File: src/rtl/param_stream_counter.sv
// Parametrised arithmetic-sequence generator with a valid/ready stream output.
// Supports up/down counting, run-once or wrap-around, and clamps any overshoot to the limit.
module param_stream_counter #(
    parameter int unsigned WIDTH = 8
) (
    input  logic             clk,
    input  logic             reset,
    input  logic             clear,
    input  logic             start,
    input  logic [WIDTH-1:0] cfg_start,
    input  logic [WIDTH-1:0] cfg_limit,
    input  logic [WIDTH-1:0] cfg_step,
    input  logic             cfg_dir,
    input  logic             cfg_wrap,
    output logic [WIDTH-1:0] out_data,
    output logic             out_valid,
    input  logic             out_ready,
    output logic             out_last,
    output logic             busy,
    output logic             done,
    output logic             ovf
);

    localparam logic [0:0] IDLE = 1'b0;
    localparam logic [0:0] RUN  = 1'b1;

    logic [0:0]       state_q, state_d;
    logic [WIDTH-1:0] count_q, count_d;
    logic             valid_q, valid_d;
    logic             busy_q, busy_d;
    logic             done_q, done_d;
    logic             ovf_q, ovf_d;
    logic [WIDTH-1:0] start_q, start_d;
    logic [WIDTH-1:0] limit_q, limit_d;
    logic [WIDTH-1:0] step_q, step_d;
    logic             dir_q, dir_d;
    logic             wrap_q, wrap_d;

    logic [WIDTH:0]   sum;
    logic [WIDTH:0]   diff;
    logic             xfer;
    logic             at_limit;

    assign sum      = {1'b0, count_q} + {1'b0, step_q};
    assign diff     = {1'b0, count_q} - {1'b0, step_q};
    assign xfer     = valid_q && out_ready;
    assign at_limit = (count_q == limit_q);

    assign out_data  = count_q;
    assign out_valid = valid_q;
    assign out_last  = (state_q == RUN) && at_limit;
    assign busy      = busy_q;
    assign done      = done_q;
    assign ovf       = ovf_q;

    // State and datapath registers
    always_ff @(posedge clk or posedge reset) begin
        if (reset) begin
            state_q <= IDLE;
            count_q <= '0;
            valid_q <= 1'b0;
            busy_q  <= 1'b0;
            done_q  <= 1'b0;
            ovf_q   <= 1'b0;
            start_q <= '0;
            limit_q <= '0;
            step_q  <= '0;
            dir_q   <= 1'b0;
            wrap_q  <= 1'b0;
        end else begin
            state_q <= state_d;
            count_q <= count_d;
            valid_q <= valid_d;
            busy_q  <= busy_d;
            done_q  <= done_d;
            ovf_q   <= ovf_d;
            start_q <= start_d;
            limit_q <= limit_d;
            step_q  <= step_d;
            dir_q   <= dir_d;
            wrap_q  <= wrap_d;
        end
    end

    // Next-state and output logic; clear overrides everything else
    always_comb begin
        state_d = state_q;
        count_d = count_q;
        valid_d = valid_q;
        busy_d  = busy_q;
        done_d  = 1'b0;
        ovf_d   = ovf_q;
        start_d = start_q;
        limit_d = limit_q;
        step_d  = step_q;
        dir_d   = dir_q;
        wrap_d  = wrap_q;

        if (clear) begin
            state_d = IDLE;
            valid_d = 1'b0;
            busy_d  = 1'b0;
            ovf_d   = 1'b0;
        end else begin
            case (state_q)
                IDLE: begin
                    if (start) begin
                        start_d = cfg_start;
                        limit_d = cfg_limit;
                        step_d  = (cfg_step == '0) ? WIDTH'(1) : cfg_step;
                        dir_d   = cfg_dir;
                        wrap_d  = cfg_wrap;
                        state_d = RUN;
                        valid_d = 1'b1;
                        busy_d  = 1'b1;
                        // A start already beyond the limit is clamped onto it
                        if ((!cfg_dir && cfg_start > cfg_limit) ||
                            (cfg_dir && cfg_start < cfg_limit)) begin
                            count_d = cfg_limit;
                            ovf_d   = 1'b1;
                        end else begin
                            count_d = cfg_start;
                        end
                    end
                end
                RUN: begin
                    if (xfer) begin
                        if (at_limit) begin
                            if (wrap_q) begin
                                count_d = start_q;
                            end else begin
                                state_d = IDLE;
                                valid_d = 1'b0;
                                busy_d  = 1'b0;
                                done_d  = 1'b1;
                            end
                        end else if (!dir_q) begin
                            if (sum[WIDTH] || (sum[WIDTH-1:0] > limit_q)) begin
                                count_d = limit_q;
                                ovf_d   = 1'b1;
                            end else begin
                                count_d = sum[WIDTH-1:0];
                            end
                        end else begin
                            if (diff[WIDTH] || (diff[WIDTH-1:0] < limit_q)) begin
                                count_d = limit_q;
                                ovf_d   = 1'b1;
                            end else begin
                                count_d = diff[WIDTH-1:0];
                            end
                        end
                    end
                end
                default: begin
                    state_d = IDLE;
                    valid_d = 1'b0;
                    busy_d  = 1'b0;
                end
            endcase
        end
    end

endmodule

File: config.mk
export PLATFORM = sky130hd
export DESIGN_NAME = param_stream_counter
export DESIGN_NICKNAME = d
export VERILOG_FILES = /design/src/rtl/param_stream_counter.sv
export SDC_FILE = /design/constraint.sdc
export NUM_CORES = 1
export LEC_CHECK = 0
export ABC_AREA = 1
export CAP_MARGIN = 25
export CORE_ASPECT_RATIO = 0.5
export CORE_UTILIZATION = 60
export CTS_BUF_LIST = sky130_fd_sc_hd__clkbuf_4 sky130_fd_sc_hd__clkbuf_8
export DETAILED_ROUTE_END_ITERATION = 16
export GPL_ROUTABILITY_DRIVEN = 0
export MAX_ROUTING_LAYER = met4
export PLACE_DENSITY = 0.84
export SYNTH_ARGS = -nofsm -noshare
export SYNTH_HDL_FRONTEND = slang
export SYNTH_SLANG_ARGS = --single-unit
export TNS_END_PERCENT = 100
File: constraint.sdc
create_clock -name clk -period 4.9 [get_ports clk]
set_input_delay 0.49 -clock clk [delete_from_list [all_inputs] [get_ports clk]]
set_output_delay 0.49 -clock clk [all_outputs]
set_load 0.01 [all_outputs]
After elaboration in Yosys (flattened, before gate mapping):

Cells that the tools add are included.

* multiplexer cells: 36
* equal/unequal tests: 12
* shift-type cells: 0
* div/mod/pow operators: 0
* add/sub/neg operators: 2
* reductions and logical operators: 13
* bitwise logic cells: 2
* $lt $le $gt $ge: 4
* multiply operators: 0

Operators with widths (number)
* $mux 8: 9
* $mux 1: 23
* $gt 8x8->1: 2
* $lt 8x8->1: 2
* $pmux 8 s2: 1
* $ne 3x3->1 const B: 5
* $add 8x8->9: 1
* $sub 8x8->9: 1
* $eq 8x8->1: 1
* $logic_not 8->1: 1
* $reduce_and 4->1: 2
* $ne 3x2->1 const B: 2
* $pmux 1 s2: 3
* $reduce_and 6->1: 1
* $logic_and 1x1->1: 4
* $ne 4x2->1 const B: 1
* $ne 4x3->1 const B: 1
* $logic_or 1x1->1: 3
* $reduce_and 3->1: 1
* $ne 2x1->1 const B: 1
* $ne 2x2->1 const B: 1
* $not 1->1: 2
* $logic_not 1->1: 1

* latch bits: 0
* flip-flop bits (word level): 38
* bits of input ports: 31
* RAM bits: 0
* memory bits (read-only): 0
* memories: 0

Depth between registers and ports, before layout:

Gate-level depths: netlist of run 1.

* depth in word-level cells: 9
* depth in mapped cells: 23

Worst setup path before layout of run 1:

OpenSTA, ideal clock, no wires.

* path kind: reg2reg
* from: reg count_q[0], in the netlist out_data[0]
* to: reg count_q[7], in the netlist out_data[7]
* stages on the path, launching flop included: 22
* path buffers: 0
* setup slack: 2058 ps
* clock period less this slack: 2842 ps
* data required time: 4783 ps
* arrival: 2725 ps
* cell sequence: dfrtp_1 > inv_1 > ha_1 > inv_1 > fa_1 > nand3_1 > nand3_2 > nand2_2 > nand2_1 > xor2_1 > inv_1 > ha_1 > nand2_1 > o21a_1 > nand2_1 > nand3_2 > nand2_4 > inv_2 > nand2_1 > nand2_1 > nand2_1 > a21oi_2

* word-level cells in the longest chain between the ends: 8
* elaborated cells on any way between the ends: 15
* those cells by class: add/sub (2); order compare (2); eq/ne (2); mux (6); reduce/logical (3)

Ends and longest elaborated chain
* from (decl): RTL line 28 `logic [WIDTH-1:0] count_q, count_d;`
* from (signal assigned): RTL line 72 `count_q <= count_d;`
* $add 8x8->9 / $sub 8x8->9 (equally long branches): RTL line 44, 45
* $gt 8x8->1 / $lt 8x8->1 (equally long branches): RTL line 138, 145
* $logic_or 1x1->1 (on tied branches): RTL line 138, 145
* $mux 8 (on tied branches): RTL line 138, 145
* $mux 8: RTL line 137 `end else if (!dir_q) begin`
* $mux 8: RTL line 128 `if (at_limit) begin`
* $mux 8: RTL line 127 `if (xfer) begin`
* $pmux 8 s2: RTL line 105 `case (state_q)`

Parallel ways exist; a longest one is shown, timed or not. The select of a mux whose other input is x is not followed.
A chain may end at the register's enable or synchronous reset.

Final worst setup path of run 1:

* from: reg count_q[0], in the netlist out_data[0]
* to: reg count_q[4], in the netlist out_data[4]

The elaborated chain is that of the path after synthesis.

==> impl_metrics.json, run 1 <==
{
  "cts_buffers": 5,
  "firstDrtPassIters": 6,
  "postCtsHoldBufs": 0,
  "hold_viol": 0,
  "synth_common_cells": "nand2_1, inv_1, nand3_1, ha_1, dfrtp_1",
  "grt.overflow.total": 0,
  "r2r-start": "out_data[0]",
  "reg2regPathDepth": 22,
  "routed_via_density": 5.36,
  "final_core_util_pct": 74.1,
  "clk_pin_slew_ns": 0.09,
  "synthCells": 527,
  "cts_tree": "yes",
  "synthArstFlopShare_pct": 100,
  "synth_cell_types": 37,
  "yosysSeqAreaShare_pct": 26.5,
  "r2r_setup_slack_ns": 1.53,
  "powerDensity_mw_per_mm2": 487,
  "p_leak_nw": 2.27,
  "drt-wirelength-per-cell_um": 13.8,
  "drt-total-wl_mm": 8.86,
  "slew_violations": 0,
  "core_mm2": 0.00561,
  "synth_top_cell_by_area": "dfrtp_1",
  "synth.most_common_cell": "nand2_1",
  "status": "finished clean",
  "initial_utilization_pct": 64.0,
  "yosysWarnings": 0,
  "arrival_ns": 3.57,
  "root_buffer": "clkbuf_8",
  "synthTopCellsByArea": "dfrtp_1, nand2_1, ha_1",
  "place_area_mm2": 0.00406,
  "syn_area_per_cell_um2": 6.81,
  "rows": 19,
  "hold_end": "start_q[4]",
  "synth_ff_type": "dfrtp_1",
  "synth_top_area_share_pct": 26.5,
  "synth_edf_count": 0,
  "ys_ff_latch": 38,
  "worstSetupStartpointType": "flop",
  "timing.rr.end": "out_data[4]",
  "worst_pin_slew_ns": 0.508,
  "fillerInstances": 467,
  "fmax_ghz": 0.297,
  "syn_area_mm2": 0.00359,
  "worstHoldStart": "start_q[4]",
  "postSynthNetCount": 599,
  "nets": 640,
  "grt_pass1_wl_mm": 14.9,
  "rsz0062_at_grt": "no",
  "hp-class": "flop to flop",
  "min_period_ns": 3.37,
  "fin_tns_setup_ns": 0,
  "startpoint": "out_data[0]",
  "drc": 0,
  "dieHeight_um": 56.7,
  "clock_path_buffers": 2,
  "antenna_found_initial": 0,
  "syn_to_final_growth_pct": 15.9,
  "endpoint_kind": "flop",
  "antenna_cells": 0,
  "drive_above_1_share_pct": 7.91,
  "top_level_ports": 44,
  "grt_max_degree": 39,
  "cts_resized": 0,
  "cap_viol_max_count": 0,
  "fin_crit_sh_pct": 68.7,
  "regArea_um2": 951,
  "vias": 3444,
  "die_area_mm2": 0.00631,
  "postRouteAntennaNets": 0,
  "grt_util_all_layers_pct": 31.2,
  "dpl.hpwl_mm": 7.00,
  "grt_pass1_vias": 3107,
  "setup_viol": 0,
  "cts_setup_buffers": 0,
  "fin_area_mm2": 0.00416,
  "dieWidth_um": 111,
  "crit_type": "flop to flop",
  "port_buffers": 43,
  "multiInputGateArea_mm2": 0.00222,
  "slew_headroom_pct": 66.1,
  "htreeDepth": 2,
  "insertion_delay_ns": 0.30,
  "cp_data_required_time_ns": 5.10,
  "first_iter_violations": 243,
  "critPathMaxFanout": 6,
  "hold_depth": 2,
  "clock-sinks": 38,
  "peakVddDrop_uv": 191,
  "skew_ns": 0.0111
}
-- per-stage QoR --
stage	worst slack, ns	hold slack [ns]	instances	power, mW
after CTS	1.58	0.493	642	2.00
after global routing	1.30	0.527	642	2.21
after global placement	1.70	0.463	634	1.73
final	1.53	0.491	642	2.03
after detailed placement	1.65	0.469	634	1.75
after floorplan	2.06	0.448	527	1.45
-- area by class of cell --
class	count	area share, %
clock buffer	6	1.99
clock inverter	2	0.301
inverter	95	8.58
multi-input combinational	383	53.4
sequential	38	22.9
tap	73	2.20
timing repair buffer	45	10.7
-- placed cells by master (no fill, tap or decap), drive strengths merged, types with 4 or more instances in the layout --
cell / count
nand3: 51
nand4: 9
clkbuf: 6
xor2: 6
inv: 94
a21oi: 24
o21ai: 36
clkdlybuf4s50: 43
ha: 39
a21boi: 4
nand2: 161
dfrtp: 38
nor2: 33
o21a: 4
-- power breakdown --
group	internal, mW	leakage [nW]	total (mW)	switching, mW
registers	0.374	0.461	0.450	0.0762
clock network	0.113	0.0472	0.239	0.125
logic	0.509	1.77	1.34	0.828
-- worst max-delay path: stages, from the launching register on --
cell      delay (ns)
dfrtp_1         0.44
inv_1           0.12
ha_1            0.16
inv_1           0.07
fa_1            0.42
nand3_1         0.11
nand3_2         0.11
nand2_2         0.11
nand2_1         0.07
xor2_1          0.24
inv_1           0.08
ha_1            0.28
nand2_1         0.07
nor2_1          0.12
nand2_1         0.07
nand2_1         0.14
nand3_2         0.20
nand2_4         0.16
inv_2           0.06
nand2_1         0.05
nand2_1         0.07
nand2_1         0.06
a21boi_1        0.05
-- sequential cells by signal, summed over array words and instances (netlist names) --
name      count
busy          1
dir_q         1
done          1
limit_q       8
out_data      8
ovf           1
start_q       8
state_q       1
step_q        8
wrap_q        1
-- metal layers --
| metal | up-vias | track usage [%] | part of all wire, % | wire (um) |
|---|---|---|---|---|
| met2 | 124 | 45.0 | 41 | 3620 |
| met1 | 1558 | 46.4 | 51 | 4480 |
| li1 | 1751 | - | - | - |
| met3 | 11 | 4.43 | 7.5 | 663 |
| met4 | 0 | 5.79 | 1.0 | 93 |
| met5 | - | - | 0 | 0 |
-- kinds of logic (layout without fill, tap and decap cells) --
kind of cell	after synthesis	in the layout	synth area share [%]
buffers and inverters	106	148	11.7
DFF	38	38	26.5
xor gates and xnor gates	9	9	2.20
AOI/OAI and AO/OA	71	71	11.3
adders and majority gates	41	41	14.7
and+or+nand+nor	262	262	33.5
-- how the worst max path moves through the flow --
stage	to	slack (ns)	cells after the start
after floorplan	out_data[7]	2.06	21
after global placement	out_data[7]	1.70	21
after detailed placement	out_data[4]	1.65	21
after CTS	out_data[4]	1.58	22
after global routing	out_data[5]	1.30	22
final	out_data[4]	1.53	22
Power figures use the tool's default switching activity.
==> run 2, diff against run 1 <==
Settings changed: CORE_UTILIZATION 60 to 58, PLACE_DENSITY 0.84 to 0.82.
Clock period 4.9 ns to 3.25 ns, I/O delays scaled along.
==> run 2 against run 1 <==
  * Combinational power is 72% higher
  * Total power is 68% higher
  * Sequential share of layout area is 0.91 points lower
  * Largest power group unchanged
  * Register-to-register slack worse by 1.4 ns
==> impl_metrics.json, run 2 (synthesis gave the netlist of run 1 again) <==
{
  "p_sw_mw": 1.68,
  "p_leak_nw": 2.34,
  "htreeDepth": 2,
  "p_sw_share_pct": 49.3,
  "clock_path_buffers": 2,
  "fin_cells": 665,
  "worst_pin_slew_ns": 0.512,
  "root_buffer": "clkbuf_8",
  "insertion_delay_ns": 0.30,
  "layout_common_cells": "nand2_1, inv_1, nand3_1",
  "startpoint": "out_data[0]",
  "port_buffers": 43,
  "pwr-share-seq_pct": 19.3,
  "postRouteAntennaNets": 0,
  "slew_violations": 0,
  "first_iter_violations": 334,
  "cts_buffers": 5,
  "vias": 3590,
  "grt_pass1_wl_mm": 15.3,
  "antenna_cells": 0,
  "setup_slack_ns": 0.148,
  "internal_power_mw": 1.72,
  "powerDensity_mw_per_mm2": 785,
  "pwr-share-clk_pct": 12.8,
  "grt_max_degree": 39,
  "r2r_setup_slack_ns": 0.15,
  "top_level_ports": 44,
  "drive_above_1_share_pct": 11.9,
  "cp_data_required_time_ns": 3.44,
  "cts_tree": "yes",
  "nets": 653,
  "slew_headroom_pct": 65.8,
  "antenna_found_initial": 0,
  "min_period_ns": 3.10,
  "arrival_ns": 3.30,
  "hold_ws_ns": 0.435,
  "pre_cts_slack_ns": 0.0304,
  "clk_pin_slew_ns": 0.08,
  "drt-total-wl_mm": 9.48,
  "grt.overflow.total": 0,
  "timing.rr.end": "out_data[2]",
  "clock-sinks": 38,
  "rows": 19,
  "placedCellCount": 651,
  "status": "finished clean",
  "syn_to_final_growth_pct": 20.7,
  "drc": 0,
  "dieWidth_um": 113,
  "reg2regPathDepth": 21,
  "routed_via_density": 5.40,
  "hp-class": "primary input to asynchronous set/reset pin",
  "r2r-start": "out_data[0]",
  "setup_viol": 0,
  "crit_type": "flop to flop",
  "drt-wirelength-per-cell_um": 14.2,
  "peakVddDrop_uv": 395,
  "hold_viol": 0,
  "dieHeight_um": 57.6,
  "endpoint_kind": "flop",
  "p_comb_share_pct": 67.9,
  "dpl.hpwl_mm": 7.28,
  "fmax_ghz": 0.322,
  "fin_crit_sh_pct": 95.5,
  "layout_commonest_cell": "nand2_1",
  "skew_ns": 0.00921,
  "critPathMaxFanout": 4,
  "core_mm2": 0.00573,
  "die_area_mm2": 0.00652,
  "grt_util_all_layers_pct": 31.4,
  "grt_pass1_vias": 3170,
  "worstSetupStartpointType": "flop",
  "initial_utilization_pct": 62.6,
  "firstDrtPassIters": 5,
  "cap_viol_max_count": 0
}
==> run 2: cell types whose count changed in the layout (fill, tap and decap cells not counted), moves of 2 or more <==
cell | before | now
buf_4 | 2 | 15
fa_1 | 2 | 0
fa_2 | 0 | 2
nand2_1 | 153 | 150
ha_1 | 39 | 36
nand2_2 | 4 | 7
ha_2 | 0 | 3
==> run 2: critical path, cell delays in order, from the launching register on <==
cell and delay (ns):
dfrtp_1 0.41, inv_2 0.08, ha_1 0.15, inv_1 0.08
fa_2 0.39, nand3_2 0.08, nand3_2 0.10, nand2_2 0.10
nand2_2 0.07, xor2_2 0.20, inv_1 0.06, ha_1 0.27
nand2_1 0.07, nor2_1 0.11, nand2_1 0.07, nand2_2 0.13
buf_4 0.13, nand4_1 0.10, nand3_1 0.12, nand2_1 0.07
a21oi_2 0.13, nor2_1 0.07
==> run 2: repair_timing <==
item,CTS,global route
endpoints found under the setup margin,2,9
pin swaps,0,8
hold buffers,0,0
gates resized for setup,1,12
setup buffers,0,7
==> run 2: power by group through the flow <==
| stage | registers (mW) | clock network (mW) | logic (mW) |
|---|---|---|---|
| final | 0.657 | 0.434 | 2.31 |
| after global routing | 0.666 | 0.450 | 2.56 |
| after CTS | 0.652 | 0.431 | 2.09 |
| after detailed placement | 0.661 | 0 | 2.05 |
| after global placement | 0.658 | 0 | 2.01 |
| after floorplan | 0.665 | 0 | 1.52 |
==> run 2: how the worst max path moves through the flow <==
| stage | to | slack (ns) | cells past startpoint |
|---|---|---|---|
| after global placement | out_data[7] | 0.02 | 21 |
| after global routing | out_data[7] | -0.04 | 22 |
| after detailed placement | out_data[7] | 0.03 | 21 |
| after CTS | out_data[2] | 0.01 | 20 |
| after floorplan | out_data[7] | 0.41 | 21 |
| final | out_data[2] | 0.15 | 21 |
==> run 2: routing by layer <==
metal / GRT usage (%) / vias up / wire [um]
met3: 6.17 / 22 / 893
met4: 5.45 / 0 / 184
met5: - / - / 0
met1: 47.1 / 1609 / 4560
li1: - / 1784 / -
met2: 44.2 / 175 / 3840
==> run 2: cell type report <==
class | count | area [um2]
clock buffer | 6 | 82.6
inverter | 95 | 357
multi-input combinational | 383 | 2260
clock inverter | 1 | 30.0
fill | 455 | 1400
sequential | 38 | 951
tap | 84 | 105
timing repair buffer | 58 | 543
==> run 2: per-stage QoR <==
stage	power [mW]	util, %	TNS (ns)	cell area (um2)
global route	3.68	75.6	-0.126	4330
detailed placement	2.71	71.9	0	4120
CTS	3.17	74.0	0	4240
finish	3.40	75.6	0	4330
global placement	2.67	71.9	0	4120
floorplan	2.18	-	0	3590
==> run 3, diff against run 2 <==
Settings changed: CORE_MARGIN set to 8, CORE_UTILIZATION 58 to 60, PLACE_DENSITY 0.82 to 0.84.
Clock period 3.25 ns to 3.7 ns, I/O delays scaled along.
==> run 3 against run 2 <==
  * Maximum frequency is 6.3% lower
  * Combinational power shrank 22%
  * Non-clock buffer count is 13 lower
  * Clock skew up 0.00094 ns
==> impl_metrics.json, run 3 (synthesis gave the netlist of run 1 again) <==
{
  "grt_util_all_layers_pct": 21.9,
  "placedCellCount": 638,
  "cp_data_required_time_ns": 3.90,
  "slew_violations": 0,
  "htreeDepth": 2,
  "layout_commonest_cell": "nand2_1",
  "worstSetupStartpointType": "flop",
  "peakVddDrop_uv": 265,
  "rsz0062_at_grt": "no",
  "p_sw_share_pct": 48.8,
  "status": "finished clean",
  "initial_utilization_pct": 60.5,
  "critPathMaxFanout": 6,
  "power.total_mw": 2.85,
  "pwr-share-seq_pct": 20.9,
  "first_iter_violations": 380,
  "firstDrtPassIters": 5,
  "clock_path_buffers": 2,
  "routed_via_density": 5.39,
  "cts_tree": "yes",
  "fin_crit_sh_pct": 89.5,
  "min_period_ns": 3.31,
  "p_leak_nw": 2.30,
  "setup_viol": 0,
  "internal_power_mw": 1.46,
  "drc": 0,
  "cp_top_family": "simple AND/OR/NAND/NOR gates",
  "antenna_found_initial": 0,
  "cap_viol_max_count": 0,
  "pwr-share-clk_pct": 16.0,
  "grt_max_degree": 39,
  "nets": 640,
  "root_buffer": "clkbuf_8",
  "dpl.hpwl_mm": 7.32,
  "p_sw_mw": 1.39,
  "startpoint": "out_data[0]",
  "layout_common_cells": "nand2_1, inv_1, nand3_1",
  "skew_ns": 0.0102,
  "final_core_util_pct": 71.0,
  "top_level_ports": 44,
  "hp-class": "primary input to asynchronous set/reset pin",
  "clock-sinks": 38,
  "crit_top_cell": "nand2_1",
  "syn_to_final_growth_pct": 17.3,
  "grt_pass1_wl_mm": 15.7,
  "grt_pass1_vias": 3305,
  "cts_buffers": 5,
  "die_area_mm2": 0.00886,
  "fin_cells": 646,
  "p_comb_share_pct": 63.1,
  "clk_pin_slew_ns": 0.09,
  "insertion_delay_ns": 0.30,
  "dieWidth_um": 125,
  "postCtsHoldBufs": 0,
  "powerDensity_mw_per_mm2": 677,
  "worst_pin_slew_ns": 0.505,
  "cts_setup_buffers": 0,
  "drt-total-wl_mm": 9.17,
  "endpoint_kind": "flop",
  "antenna_cells": 0,
  "r2r-start": "out_data[0]",
  "cts_resized": 0,
  "crit_type": "flop to flop",
  "crit_slowest_cell": "dfrtp_1",
  "path_cells": "inv_1, ha_1, inv_1, fa_1, nand3_1, nand3_2, nand2_2, nand2_1, xor2_1, inv_1, ha_1, nand2_1, o21a_1, nand2_1, nand3_2, nand2_4, inv_2, nand2_1, nand2_1, nand2_1, a21boi_1",
  "max_stage_delay_ns": 0.45,
  "path_buf_inv": 4,
  "grt.overflow.total": 0,
  "fmax_ghz": 0.302,
  "core_mm2": 0.00593,
  "drt-wirelength-per-cell_um": 14.2,
  "slew_headroom_pct": 66.3,
  "arrival_ns": 3.51,
  "drive_above_1_share_pct": 7.91,
  "rows": 20,
  "postRouteAntennaNets": 0,
  "vias": 3484,
  "dieHeight_um": 70.7,
  "port_buffers": 43,
  "hold_viol": 0,
  "fin_tns_setup_ns": 0
}
[run 3: cell types whose count changed in the layout (fill, tap and decap cells not counted), moves of 2 or more]
cell and delta:
nand2_1 +3, fa_1 +2, nand2_2 -3, ha_2 -3
ha_1 +3, fa_2 -2, buf_4 -13
[run 3: stage by stage]
| stage | setup slack [ns] | hold slack, ns | cell area [um2] |
|---|---|---|---|
| 4_1_cts | 0.442 | 0.489 | 4210 |
| 2_1_floorplan | 0.858 | 0.433 | 3590 |
| 3_5_place_dp | 0.488 | 0.469 | 4070 |
| 3_3_place_gp | 0.532 | 0.461 | 4070 |
| 6_report | 0.388 | 0.484 | 4210 |
| 5_1_grt | 0.0779 | 0.533 | 4210 |
[run 3: routing by layer]
layer / GRT usage, % / up-vias / wire length (um)
met2: 33.4 / 128 / 3990
met1: 29.5 / 1580 / 4450
met5: - / - / 0
met4: 6.55 / 0 / 122
li1: - / 1763 / -
met3: 3.37 / 13 / 608
[run 3: power by group through the flow]
stage | Sequential, mW | Clock, mW | Combinational, mW
finish | 0.594 | 0.456 | 1.80
global route | 0.607 | 0.472 | 2.03
CTS | 0.593 | 0.455 | 1.77
detailed placement | 0.601 | 0 | 1.74
global placement | 0.596 | 0 | 1.70
floorplan | 0.584 | 0 | 1.33
[run 3: layout make-up]
class | instances | area, um2
fillers | 457 | 1720
clock inverters | 2 | 60.1
repair buffers | 45 | 445
inverters | 95 | 357
flip-flops and latches | 38 | 951
multi-input cells | 383 | 2220
well taps | 77 | 96.3
clock buffers | 6 | 82.6
[run 3: worst paths after layout]
kind	depth (start not counted)	end	slack (ns)
min in group clk	2	start_q[5]	0.49
hold / removal	3	start_q[7]	0.48
setup reg to reg	21	out_data[4]	0.39
setup / recovery	21	out_data[4]	0.39
max in group asynchronous	3	out_data[3]	2.86
hold reg to reg	2	start_q[5]	0.49
[run 3: worst reg2reg max path, stage by stage (launching register included)]
cell and delay [ns]:
dfrtp_1 0.45, inv_1 0.11, ha_1 0.16, inv_1 0.07, fa_1 0.41, nand3_1 0.10
nand3_2 0.10, nand2_2 0.11, nand2_1 0.07, xor2_1 0.21, inv_1 0.07, ha_1 0.27
nand2_1 0.07, o21a_1 0.19, nand2_1 0.15, nand3_2 0.21, nand2_4 0.16, inv_2 0.06
nand2_1 0.05, nand2_1 0.07, nand2_1 0.06, a21boi_1 0.05
